**src/rtl/hazard_scoreboard.sv**
```systemverilog
// hazard_scoreboard: per-register outstanding-write counters driving the ID-stage stall (hazard) and issue_fire; optional WAW stall under `HAZARD_SB_WAW_CHECK_EN.
// Ports: clk, rst (sync, active-high); src/src_valid, dest, wb_en, issue_valid, freeze from ID;
// ret_valid/ret_dest from WB; kill_valid/kill_dest from flush; hazard, issue_fire, reg_busy, underflow_err out.
module hazard_scoreboard #(
  parameter int REG_AW  = 4,
  parameter int NUM_SRC = 2,
  parameter int CNT_W   = 2
) (
  input  logic                      clk,
  input  logic                      rst,
  input  logic [NUM_SRC*REG_AW-1:0] src,
  input  logic [NUM_SRC-1:0]        src_valid,
  input  logic [REG_AW-1:0]         dest,
  input  logic                      wb_en,
  input  logic                      issue_valid,
  input  logic                      freeze,
  input  logic                      ret_valid,
  input  logic [REG_AW-1:0]         ret_dest,
  input  logic                      kill_valid,
  input  logic [REG_AW-1:0]         kill_dest,
  output logic                      hazard,
  output logic                      issue_fire,
  output logic [2**REG_AW-1:0]      reg_busy,
  output logic                      underflow_err
);
  localparam int NUM_REGS = 2**REG_AW;
  localparam logic [CNT_W-1:0] CMAX = '1;
  logic [CNT_W-1:0] count [NUM_REGS];
  logic [CNT_W-1:0] count_nxt [NUM_REGS];
  logic [NUM_REGS-1:0] uf;
  logic raw, waw;
  always_comb begin
    raw = 1'b0;
    for (int i = 0; i < NUM_SRC; i++)
      if (src_valid[i] && count[src[i*REG_AW +: REG_AW]] != '0) raw = 1'b1;
`ifdef HAZARD_SB_WAW_CHECK_EN
    waw = wb_en && count[dest] != '0;
`else
    waw = wb_en && count[dest] == CMAX;
`endif
    hazard     = issue_valid && (raw || waw);
    issue_fire = issue_valid && !hazard && !freeze;
  end
  for (genvar r = 0; r < NUM_REGS; r++) begin : g_cnt
    logic [CNT_W:0] sum;
    logic [1:0] dec;
    assign sum = {1'b0, count[r]} + (CNT_W+1)'(issue_fire && wb_en && dest == REG_AW'(r));
    assign dec = 2'(ret_valid && ret_dest == REG_AW'(r)) + 2'(kill_valid && kill_dest == REG_AW'(r));
    // A decrement beyond what is outstanding clamps at zero and flags the error.
    assign uf[r] = (CNT_W+1)'(dec) > sum;
    assign count_nxt[r] = uf[r] ? '0 : CNT_W'(sum - (CNT_W+1)'(dec));
    assign reg_busy[r] = count[r] != '0;
  end
  always_ff @(posedge clk) begin
    if (rst) begin
      for (int r = 0; r < NUM_REGS; r++) count[r] <= '0;
      underflow_err <= 1'b0;
    end else begin
      for (int r = 0; r < NUM_REGS; r++) count[r] <= count_nxt[r];
      if (|uf) underflow_err <= 1'b1;
    end
  end
endmodule

```
**config.mk**
```make
export PLATFORM = sky130hd
export DESIGN_NAME = hazard_scoreboard
export DESIGN_NICKNAME = d
export VERILOG_FILES = /design/src/rtl/hazard_scoreboard.sv
export SDC_FILE = /design/constraint.sdc
export NUM_CORES = 1
export LEC_CHECK = 0
export CORE_UTILIZATION = 34
export CTS_BUF_LIST = sky130_fd_sc_hd__clkbuf_4 sky130_fd_sc_hd__clkbuf_8
export CTS_CLUSTER_SIZE = 24
export DETAILED_ROUTE_END_ITERATION = 12
export GPL_ROUTABILITY_DRIVEN = 0
export PLACE_DENSITY = 0.62
export SYNTH_ARGS = -nofsm -noshare
export SYNTH_HDL_FRONTEND = slang
export SYNTH_SLANG_ARGS = --single-unit
```
**constraint.sdc**
```tcl
create_clock -name clk -period 4 [get_ports clk]
set_input_delay 0.4 -clock clk [delete_from_list [all_inputs] [get_ports clk]]
set_output_delay 0.4 -clock clk [all_outputs]
set_load 0.02 [all_outputs]
```
==> metrics.md <==
| Metric | Value |
|---|---|
| VDD IR max | `~0.13 mV` |
| Hold Path Sink | `count[3][0]` |
| Final setup margin | `around 0.13 ns` |
| Pin count of the biggest net entering global routing | `18` |
| Iter 0 DRT Violations | `just under 200` |
| Clock buffer count from CTS | `5` |
| Synthesis-stage register bit count | `33` |
| Status | `completed` |
| CTS sink cnt | `33` |
| Worst hold path stage count | `3` |
| Worst-path clk slew | `roughly 0.080 ns` |
| Power Density | `a little over 200 nW/um2` |
| Ports | `48` |
| Gr ovfl total | `0` |
| WS Path Type | `flop to flop` |
| Top cell by count, worst path | `ha_4` |
| Layout Utilization | `0.487` |
| Pre-antenna DRT Iters | `4` |
| Post-synth cell types | `41` |
| Synthesized area | `about 3800 um2` |
| CTS Buffer Depth | `2` |
| Hold Crit Start | `count[3][0]` |
| Largest fanout on the critical path | `5` |
| Sw frac | `0.346` |
| Via count | `3,667` |
| Layout cells sized above 1 | `0.219` |
| R2r setup slk | `about 0.13 ns` |
| Initial antenna violation count | `0` |
| Final non-filler cell total | `approximately 710` |
| Skew final | `0.00811 ns` |
| Mapped Nets | `584` |
| Worst slew pin tran | `0.721 ns` |
| R2R Path End | `underflow_err` |
| Pint | `0.000702 W` |
| CP arrival | `4.01 ns` |
| Final WL | `11,500 um` |
| Post-synthesis async set-or-reset flop share | `0` |
| Starting Density | `0.349` |
| Post-DP HPWL | `9540 um` |
| Critical path's slowest cell | `mux4_2` |
| Critical Path Sink Type | `flop` |
| Most frequent cells in the layout | `ha_1 (84), nor2_1 (60), buf_4 (58), inv_1 (46), clkdlybuf4s50_1 (45)` |
| Core Box Area | `between 10,000 and 15,000 um2` |
| Worst Reg-to-Reg Cells | `15` |
| First-pass GRT wire length | `between 15,000 and 20,000 um` |
| Hold crit path type | `flop to flop` |
| Final Cycle Share | `0.967` |
| Die height | `around 110 um` |
| Critical Path, Cell by Cell | `or2_4 > mux4_2 > a221o_1 > a32o_2 > buf_6 > nor4_4 > ha_2 > ha_4 > inv_4 > ha_4 > nor2b_4 > o21ai_2 > nand4_1 > nor4_2 > a41oi_1` |
| Flop pwr share | `0.335` |
| Clock H-tree levels | `2` |
| Startpoint types | `flop` |
| Yosys warns | `0` |
| Number of synthesized flops with an enable pin | `0` |
| Synth Flop Type | `dfxtp_1` |
| Fin. Hold Viols | `0` |
| CTS tree | `done` |
| GRT Util Overall | `0.203` |
| Worst path buffer plus inverter count | `2` |
| Die ar. | `approximately 12,000 um2` |
| WP data required | `between 4 and 5 ns` |
| Clock network power share | `0.264` |
| Switch Pwr | `0.000371 W` |
| Worst path max stage delay | `0.48 ns` |
| Seq/Total Area, Yosys | `0.175` |
| FMAX | `about 260 MHz` |
| Setup WS pre-CTS | `-0.504 ns` |
| Vias in the first global route | `3,646` |
| Cell count after synthesis | `459` |
| Worst reg2reg path startpoint | `count[8][1]` |
| Worst-Skew Late Latency | `just under 0.3 ns` |
| CP delay by family, top | `simple AND/OR/NAND/NOR gates` |
| Die Wd | `about 110 um` |
| Worst Setup SP | `count[8][1]` |
| Area growth syn-to-layout | `39.6%` |
| Placed instance count | `699` |
| Hold Slack | `roughly 0.76 ns` |
| Site Rows | `38` |
| Via density | `about 5.2` |
| Slew Limit Fails | `0` |
| Setup violators final | `0` |
| Post-route DRC | `0` |
| Commonest non-fill, non-tap cell in the layout | `ha_1` |
| Mapped Avg Cell Area | `8.21 um2` |
| Leak | `about 2.4 nW` |
| Drt wl/cell | `around 16 um` |
| IO Port Bufs | `47` |
| Comb pwr share | `0.401` |
| Slew headroom | `0.518` |
| Total power | `approximately 0.0011 W` |
| Clock Tree Root | `clkbuf_8` |
| Final ANT Viol Nets | `0` |
| Max-Cap Viols | `0` |
| Unrepaired setup endpoints after global routing | `true` |
| Final Net Count | `around 700` |
| # diodes | `0` |
| Fin crit period | `a little under 4 ns` |
[timing repair]
action | CTS | global route
hold buffers | 0 | 0
pin swaps | 0 | 20
setup endpoints to repair | 1 | 5
gates resized for setup | 11 | 58
buffers inserted | 0 | 4
[power groups by stage]
stage | clock [W] | sequential [W] | combinational [W]
after global placement | 0 | 0.000365 | 0.000380
after detailed placement | 0 | 0.000366 | 0.000392
after floorplan | 0 | 0.000364 | 0.000202
after global routing | 0.000301 | 0.000361 | 0.000468
after CTS | 0.000288 | 0.000358 | 0.000398
final | 0.000283 | 0.000359 | 0.000431
[layout make-up]
cell class | count | area, um2
well taps | 140 | 175
clock buffers | 8 | 91.3
repair buffers | 110 | 985
multi-input cells | 367 | 3140
inverters | 53 | 201
fillers | 1044 | 5530
flip-flops and latches | 33 | 663
[state kept, by name (all words and copies together) (netlist names)]
register and flops:
count 32, underflow_err 1
[how the worst max path moves through the flow]
stage / end / depth (start not counted)
global route: underflow_err / 15
global placement: underflow_err / 17
finish: underflow_err / 15
floorplan: underflow_err / 15
CTS: underflow_err / 16
detailed placement: underflow_err / 17
[cell families after synthesis]
kind of cell | Yosys count | synth area share
flip-flops | 33 | 0.175
AO/OA/AOI/OAI | 51 | 0.0794
XOR/XNOR | 16 | 0.0372
buffers and inverters | 59 | 0.0611
adder cells (fa/ha/maj) | 96 | 0.319
AND/OR/NAND/NOR | 196 | 0.280
multiplexers | 8 | 0.0478
[worst reg2reg max path, cell delays in order (launching register included)]
cell	delay [ns]
dfxtp_2	0.33
or2_4	0.28
mux4_2	0.48
a221o_1	0.38
a32o_2	0.30
buf_6	0.14
nor4_4	0.29
ha_2	0.24
ha_4	0.20
inv_4	0.06
ha_4	0.20
nor2b_4	0.12
o21ai_2	0.16
nand4_1	0.13
nor4_2	0.27
a41oi_1	0.13
[cell usage after synthesis (all sizes together) (2+ instances only)]
| cell type | n | share of area |
|---|---|---|
| a21oi | 16 | 0.021 |
| and4 | 8 | 0.019 |
| buf | 2 | 0.0043 |
| clkbuf | 4 | 0.0040 |
| clkinv | 2 | 0.0020 |
| dfxtp | 33 | 0.18 |
| ha | 96 | 0.32 |
| inv | 51 | 0.051 |
| mux4 | 8 | 0.048 |
| nand2 | 17 | 0.017 |
| nand2b | 22 | 0.037 |
| nand3 | 13 | 0.017 |
| nand3b | 6 | 0.012 |
| nand4 | 3 | 0.0050 |
| nor2 | 61 | 0.061 |
| nor2b | 17 | 0.028 |
| nor3 | 12 | 0.016 |
| nor3b | 4 | 0.0080 |
| nor4 | 10 | 0.017 |
| nor4b | 2 | 0.0063 |
| o21ai | 26 | 0.035 |
| or2 | 17 | 0.029 |
| or3b | 2 | 0.0047 |
| xor2 | 16 | 0.037 |
[per-stage QoR]
stage | TNS (ns) | cell area [um2]
final | 0 | 5260
after global routing | -0.0629 | 5260
after CTS | 0 | 4970
after detailed placement | -2.00 | 4850
after global placement | -1.06 | 4850
after floorplan | 0 | 3770
[per-layer routing]
layer	wire length, um	up-vias	track usage
li1	-	1817	-
met1	4780	1763	0.237
met2	6040	69	0.376
met3	360	18	0.0261
met4	309	0	0.0744
met5	0	-	0
No activity file was read; power rests on OpenSTA's default activity.
